### config.mk
export PLATFORM = sky130hd
export DESIGN_NAME = boxcar_trig
export DESIGN_NICKNAME = d
export VERILOG_FILES = /design/src/rtl/boxcar_trig_pkg.sv /design/src/rtl/boxcar_acc.sv /design/src/rtl/boxcar_trig.sv
export SDC_FILE = /design/constraint.sdc
export NUM_CORES = 1
export LEC_CHECK = 0
export ABC_AREA = 1
export BUFFER_PORTS_ARGS = -buffer_cell sky130_fd_sc_hd__buf_2
export CORE_UTILIZATION = 62
export CTS_CLUSTER_DIAMETER = 40
export CTS_CLUSTER_SIZE = 24
export DETAILED_ROUTE_END_ITERATION = 12
export PLACE_DENSITY = 0.89
export SYNTH_ARGS = -nofsm -noshare
export SYNTH_HDL_FRONTEND = slang
export SYNTH_SLANG_ARGS = --single-unit
export TNS_END_PERCENT = 100
### constraint.sdc
create_clock -name clk -period 7.11 [get_ports clk]
set_input_delay 0 -clock clk [delete_from_list [all_inputs] [get_ports clk]]
set_output_delay 0 -clock clk [all_outputs]
set_load 0.01 [all_outputs]
### src/rtl/boxcar_trig_pkg.sv
// Shared definitions for the boxcar integrator/trigger: default widths and
// the trigger FSM state encoding.
package boxcar_trig_pkg;

    localparam int DEF_NBITS_DATA = 42;
    localparam int DEF_NBITS_ADDR = 9;
    localparam int DEF_NBITS_HOLD = 16;

    typedef enum logic [1:0] {
        ST_IDLE  = 2'd0,
        ST_ARMED = 2'd1,
        ST_HIGH  = 2'd2,
        ST_HOLD  = 2'd3
    } trig_state_t;

endpackage

### src/rtl/boxcar_acc.sv
// Running window sum plus saturating fill counter; sum_next exposes the
// value the sum takes on the coming valid so the trigger can compare early.
module boxcar_acc
    import boxcar_trig_pkg::*;
#(
    parameter int P_NBITS_DATA = DEF_NBITS_DATA,
    parameter int P_NBITS_ADDR = DEF_NBITS_ADDR,
    parameter int P_NBITS_SUM  = P_NBITS_DATA + P_NBITS_ADDR
) (
    input  logic                    clk,
    input  logic                    rst,
    input  logic                    valid,
    input  logic                    flush,
    input  logic [P_NBITS_DATA-1:0] qo,
    input  logic [P_NBITS_DATA-1:0] qn,
    input  logic [P_NBITS_ADDR-1:0] n,
    output logic [P_NBITS_SUM-1:0]  sum,
    output logic [P_NBITS_SUM-1:0]  sum_next,
    output logic [P_NBITS_ADDR-1:0] fill,
    output logic                    primed
);

    logic [P_NBITS_ADDR-1:0] fill_next;

    // Next-state sum (modulo 2^P_NBITS_SUM) and saturating fill count.
    always_comb begin
        sum_next = sum + P_NBITS_SUM'(qo) - P_NBITS_SUM'(qn);
        if (fill >= n) begin
            fill_next = n;
        end else begin
            fill_next = fill + P_NBITS_ADDR'(1);
        end
    end

    // Window state registers; flush outranks valid, reset outranks both.
    always_ff @(posedge clk) begin
        if (rst) begin
            sum    <= '0;
            fill   <= '0;
            primed <= 1'b0;
        end else if (flush) begin
            sum    <= '0;
            fill   <= '0;
            primed <= 1'b0;
        end else if (valid) begin
            sum    <= sum_next;
            fill   <= fill_next;
            primed <= (n != '0) && (fill_next == n);
        end
    end

endmodule

### src/rtl/boxcar_trig.sv
// Boxcar integrator with threshold trigger and programmable re-arm holdoff,
// fed by ram_delay (newest sample qo, sample leaving the window qn).
module boxcar_trig
    import boxcar_trig_pkg::*;
#(
    parameter int P_NBITS_DATA = DEF_NBITS_DATA,
    parameter int P_NBITS_ADDR = DEF_NBITS_ADDR,
    parameter int P_NBITS_SUM  = P_NBITS_DATA + P_NBITS_ADDR,
    parameter int P_NBITS_HOLD = DEF_NBITS_HOLD
) (
    input  logic                    clk,
    input  logic                    rst,
    input  logic                    valid,
    input  logic [P_NBITS_DATA-1:0] qo,
    input  logic [P_NBITS_DATA-1:0] qn,
    input  logic [P_NBITS_ADDR-1:0] n,
    input  logic                    flush,
    input  logic [P_NBITS_SUM-1:0]  thresh,
    input  logic [P_NBITS_HOLD-1:0] holdoff,
    output logic [P_NBITS_SUM-1:0]  sum,
    output logic                    sum_valid,
    output logic                    primed,
    output logic                    trig
);

    logic [P_NBITS_SUM-1:0]  sum_next;
    logic [P_NBITS_ADDR-1:0] fill;
    logic [P_NBITS_HOLD-1:0] hold_cnt;
    trig_state_t             state;
    logic                    evaluate;
    logic                    above;

    boxcar_acc #(
        .P_NBITS_DATA (P_NBITS_DATA),
        .P_NBITS_ADDR (P_NBITS_ADDR),
        .P_NBITS_SUM  (P_NBITS_SUM)
    ) u_acc (
        .clk      (clk),
        .rst      (rst),
        .valid    (valid),
        .flush    (flush),
        .qo       (qo),
        .qn       (qn),
        .n        (n),
        .sum      (sum),
        .sum_next (sum_next),
        .fill     (fill),
        .primed   (primed)
    );

    // A sample is evaluated when its post-update fill equals n; since fill
    // never exceeds n, that is fill already at n or one short of it.
    always_comb begin
        evaluate = valid && !flush && (n != '0) &&
                   ((fill == n) || ((fill + P_NBITS_ADDR'(1)) == n));
        above    = (sum_next >= thresh);
    end

    // Trigger FSM, holdoff counter and the registered strobes.
    always_ff @(posedge clk) begin
        if (rst) begin
            state     <= ST_IDLE;
            hold_cnt  <= '0;
            sum_valid <= 1'b0;
            trig      <= 1'b0;
        end else if (flush) begin
            state     <= ST_IDLE;
            hold_cnt  <= '0;
            sum_valid <= 1'b0;
            trig      <= 1'b0;
        end else begin
            sum_valid <= valid;
            trig      <= 1'b0;
            case (state)
                ST_IDLE: begin
                    if (evaluate) begin
                        if (above) begin
                            trig  <= 1'b1;
                            state <= ST_HIGH;
                        end else begin
                            state <= ST_ARMED;
                        end
                    end
                end
                ST_ARMED: begin
                    if (evaluate && above) begin
                        trig  <= 1'b1;
                        state <= ST_HIGH;
                    end
                end
                ST_HIGH: begin
                    if (evaluate && !above) begin
                        if (holdoff == '0) begin
                            state <= ST_ARMED;
                        end else begin
                            hold_cnt <= holdoff;
                            state    <= ST_HOLD;
                        end
                    end
                end
                ST_HOLD: begin
                    // Counts real clocks, not samples; the last count re-arms.
                    if (hold_cnt <= P_NBITS_HOLD'(1)) begin
                        hold_cnt <= '0;
                        state    <= ST_ARMED;
                    end else begin
                        hold_cnt <= hold_cnt - P_NBITS_HOLD'(1);
                    end
                end
                default: begin
                    hold_cnt <= '0;
                    state    <= ST_IDLE;
                end
            endcase
        end
    end

endmodule

### Yosys cells after proc, flatten, opt, wreduce, memory -nomap -nowiden

Cells that the tools add are included.

* flip-flop bits (word level): 81
* input bits: 164
* output and inout port bits: 54
* logic and storage cells: 57

* add/sub/neg operators: 4
* magnitude comparators: 3
* eq/ne operators: 11
* muxes and demuxes: 16
* reduce and logical (&&, ||, !) cells: 16

Operators by type and width (number)
* $add A51 B42 Y51: 1
* $ge A51 B51 Y1: 1
* $sub A51 B42 Y51: 1
* $mux W16: 3
* $pmux W16 S2: 1
* $eq A9 B9 Y1: 3
* $le A16 B1 Y1 const B: 1
* $logic_not A16 Y1: 1
* $sub A16 B1 Y16 const B: 1
* $mux W2: 6
* $ne A2 B2 Y1 const B: 5
* $add A9 B1 Y9 const B: 1
* $ge A9 B9 Y1: 1
* $mux W9: 1
* $reduce_bool A9 Y1: 1
* $pmux W2 S4: 1
* $logic_and A1 B1 Y1: 6
* $eq A2 B2 Y1 const B: 2
* $reduce_and A4 Y1: 1
* $mux W1: 3
* $reduce_and A3 Y1: 1
* $eq A2 B1 Y1 const B: 1
* $logic_not A1 Y1: 2
* $logic_not A2 Y1: 1
* other kinds (4): 4

### Longest topological paths before layout

* depth in word-level cells: 7
* gate-level depth with buffers: 37
* depth with buffers taken out: 36

### Hierarchy

From an unflattened synthesis, not the netlist that was laid out.

* cell total of the unflattened synthesis: 1933
* area, all modules: 11444.7 um^2

Modules (own cells, without submodules)
* boxcar_acc: instances 1, cells each 1374, area each 8182.8 um^2, seq. area each 1221.2 um^2
* boxcar_trig: instances 1, cells each 559, area each 3261.9 um^2, seq. area each 400.4 um^2

### Least setup slack after synthesis

OpenSTA, ideal clock, no wires.

* path kind: register to register
* from: reg u_acc.sum[1]
* to: reg hold_cnt[13]
* arrival time: 4279 ps
* data required time: 7040 ps
* slack: 2761 ps
* cell stages (with the launch flop): 34
* clock period less this slack: 4349 ps
* cell sequence: dfxtp_1 inv_1 fa_1 fa_1 nand3b_1 nand2_1 nand2_1 nand2_1 nand2_1 nand2_1 a21oi_1 o21bai_1 nand2_1 nand2_1 nand2_1 nand2_1 inv_1 ha_1 nand2_1 nor2_1 nand2_1 nor3_1 nand2_1 nor2_1 nand2_1 nand2_1 nor2_1 nand3_2 nand2_2 nand2_2 buf_6 buf_8 nand2_1 a21oi_1

* longest elaborated chain between the ends: 7

Ends and longest elaborated chain
* from (decl): RTL line boxcar_acc.sv:17 `output logic [P_NBITS_SUM-1:0] sum,`
* from (signal assigned): RTL line boxcar_acc.sv:46 `sum <= sum_next;`
* $add A51 B42 Y51: RTL line boxcar_acc.sv:27 `sum_next = sum + P_NBITS_SUM'(qo) - P_NBITS_SUM'(qn);`
* $sub A51 B42 Y51: RTL line boxcar_acc.sv:27
* named net sum_next[50]: RTL line boxcar_trig.sv:26 `logic [P_NBITS_SUM-1:0] sum_next;`
* $ge A51 B51 Y1: RTL line boxcar_trig.sv:56 `above = (sum_next >= thresh);`
* $logic_not A1 Y1: RTL line boxcar_trig.sv:92 `if (evaluate && !above) begin`
* $logic_and A1 B1 Y1: RTL line boxcar_trig.sv:92
* $ne A2 B2 Y1 (no line)
* $reduce_and A3 Y1 (no line)
* to (signal assigned): RTL line boxcar_trig.sv:96 `hold_cnt <= holdoff;`
* to (signal assigned): RTL line boxcar_trig.sv:107 `hold_cnt <= hold_cnt - P_NBITS_HOLD'(1);`
* to (decl): RTL line boxcar_trig.sv:28 `logic [P_NBITS_HOLD-1:0] hold_cnt;`

The timed path passes the listed nets, and every way through them passes these cells.
A chain may end at the register's enable or synchronous reset.

### Worst setup path after layout

* from: reg u_acc.sum[1]
* to: reg hold_cnt[15]

The elaborated chain is that of the path after synthesis.

==> flow_summary.yaml <==
grt:
  grt_pass1_vias: 10915
  grt_max_degree: 109
  grt.total_usage_pct: 36.6
  grt_antenna_before_repair: 0
  overflow: 0
  grt_pass1_wl_um: 51900
worst_setup_path:
  cp_data_arrival_time_ns: 5.83
  worst-path-max-fanout: 20
  r2r_cells: 32
  crit_buf_inv: 3
  crit_path_end_kind: "flop"
  cp_common_cell: "nand2_1"
  r2r_slack_ns: 1.51
  slowest_stage: "fa_1"
  start_kind: "flop"
  worstSetupEndpoint: "hold_cnt[15]"
  worstPathRequired_ns: 7.33
  rr_startpoint: "u_acc.sum[1]"
  critPathLaunch: "u_acc.sum[1]"
  cp_top_family: "simple AND/OR/NAND/NOR gates"
  max_stage_delay_ns: 0.49
  worstSetupPathType: "flop to flop"
  rr_endpoint: "hold_cnt[15]"
  cp.depth: 32
status:
  outcome: "finished, final reports clean"
sta:
  slew_headroom_pct: 29.9
  max_freq_mhz: 178
  period_share_pct: 78.8
  worstMarginPinSlew_ns: 1.05
  hold_ws_ns: 0.0159
  setup_ws_ns: 1.51
  fin_crit_ns: 5.60
  setup_viol: 0
  rsz0062_at_grt: "false"
  hold_viol: 0
  slew_viol_final: 0
  setup_tns_ns: 0
  fin_skew_ns: 0.00889
floorplan:
  rows: 47
  dieArea_um2: 17600
  die_w_um: 133
  ioPinCount: 218
  start_util_pct: 63.7
  coreArea_um2: 16600
  die-height_um: 133
layout:
  syn2layout_area_growth_pct: 14.9
  diodes: 0
  utilization_pct: 73.2
  final_cell_area_um2: 12100
  fin_cells: 2133
  nets: 2228
  drive_gt1_share_pct: 13.0
  num-fill-cells: 1454
drt:
  drt_iter0_drc: 964
  drtPass1Iterations: 5
  wl_per_cell_um: 14.9
  viasPerCell: 5.42
  routed-via-count: 11560
  routed_wl_um: 31800
  drc: 0
  ant_nets: 0
power:
  power_density_nw_per_um2: 206
  p_leak_nw: 6.91
  total_power_mw: 2.50
  ir_worst_vdd_mv: 0.127
logic_synthesis:
  syn-cell-area_um2: 10600
  synth_edf_count: 0
  synthArstFlopShare_pct: 0
  synth_warnings: 0
  synth_fp_nets: 2023
  ys_seq_elements: 81
  avgSynthCellArea_um2: 6.20
  seq_area_frac_synth_pct: 15.4
  synth_cells: 1703
  synth_cell_types: 40
  synth-main-ff-cell: "dfxtp_1"
clock_tree:
  htreeDepth: 3
  clock-root-buffer: "clkbuf_16"
  clk_path_buf_depth: 2
  clock_latency_ns: 0.36
  clkSlewWorstSetupHoldPaths_ns: 0.07
  cts_buffers: 9
  clock_sinks: 81
  tritoncts: "yes"
placement:
  place_area_um2: 11800
  hpwlAfterDp_um: 26300
  dp_cells: 2115
  gp_congestion: 1.01
  placement.io_buffers: 217
  pre_cts_ws_ns: 1.71
run:
  cap_violations: 0
hold_path:
  hold_class: "primary input to flop"
## cell usage after synthesis (11+ instances only)
cell | number | area (um2)
nand2_1 | 283 | 1060
o21ai_0 | 122 | 611
o211ai_1 | 11 | 82.6
o22ai_1 | 15 | 93.8
o21bai_1 | 13 | 97.6
a31oi_1 | 17 | 106
nand3_1 | 67 | 335
ha_1 | 114 | 1430
nor2_1 | 155 | 582
a21oi_1 | 165 | 826
fa_1 | 42 | 841
xor2_1 | 43 | 377
nand4_1 | 21 | 131
dfxtp_1 | 81 | 1620
clkbuf_1 | 21 | 78.8
xnor2_1 | 15 | 131
inv_1 | 445 | 1670
nor3_1 | 21 | 105
## layout make-up
| type | instances | area [um2] | share of cell area, % |
|---|---|---|---|
| Multi-Input combinational cell | 1146 | 7120 | 58.7 |
| Inverter | 448 | 1680 | 13.9 |
| Sequential cell | 81 | 1620 | 13.4 |
| Timing Repair Buffer | 222 | 1130 | 9.30 |
| Tap cell | 220 | 275 | 2.27 |
| Clock buffer | 9 | 225 | 1.86 |
| Clock inverter | 7 | 85.1 | 0.701 |
## flip-flops by register name, indices dropped and copies added, names as in the netlist
register / cells
state: 2
trig: 1
u_acc.primed: 1
sum_valid: 1
hold_cnt: 16
u_acc.fill: 9
u_acc.sum: 51
## worst min-delay path by stage
| stage | startpoint | endpoint | slack [ns] | depth (start not counted) |
|---|---|---|---|---|
| floorplan | rst | hold_cnt[7] | 0.21 | 3 |
| global placement | n[2] | u_acc.fill[2] | 0.35 | 3 |
| detailed placement | n[2] | u_acc.fill[2] | 0.36 | 3 |
| CTS | n[7] | u_acc.fill[7] | 0.001 | 3 |
| global route | n[8] | u_acc.fill[8] | 0.03 | 3 |
| finish | n[4] | u_acc.fill[4] | 0.02 | 3 |
## cells in the final DEF (no fill, tap or decap), types with 21 or more instances in the layout
| master | instances |
|---|---|
| nand2_1 | 283 |
| a21oi_1 | 165 |
| fa_1 | 42 |
| nor3_1 | 21 |
| o21ai_0 | 122 |
| inv_1 | 444 |
| xor2_1 | 43 |
| nand3_1 | 67 |
| buf_2 | 217 |
| nand4_1 | 21 |
| dfxtp_1 | 81 |
| ha_1 | 114 |
| nor2_1 | 155 |
## logic make-up after synthesis
group	Yosys count	synth area share [%]
xor gates and xnor gates	58	4.81
DFF	81	15.4
adders and majority gates	156	21.5
buffers and inverters	476	17.2
and+or+nand+nor	569	22.5
AOI/OAI and AO/OA	363	18.6
## repair_timing
| action | 4_1_cts | 5_1_grt |
|---|---|---|
| gates resized for setup | 0 | 0 |
| setup endpoints to repair | 0 | 0 |
| hold buffers | 2 | 0 |
| endpoints found under the hold margin | 2 | 0 |
| setup buffers | 0 | 0 |
## layer usage
layer,routed length (um),global-route usage (%),up-vias
met5,0,0,-
met4,982,14.2,0
met3,2520,4.79,69
met2,14300,60.8,533
met1,14000,48.1,5188
li1,-,-,5770
## where the power goes
part / internal, mW / leakage, nW / switching (mW) / total (mW)
sequential: 0.477 / 0.660 / 0.0138 / 0.491
combinational: 0.516 / 6.11 / 0.972 / 1.49
clock: 0.280 / 0.146 / 0.236 / 0.517
total: 1.27 / 6.91 / 1.22 / 2.50
## worst min-delay path: cells and delay by family
kind	cells	cell delay [ns]
buffers and inverters	1	0.11
AOI/OAI and AO/OA	2	0.23
Power figures use the tool's default switching activity.
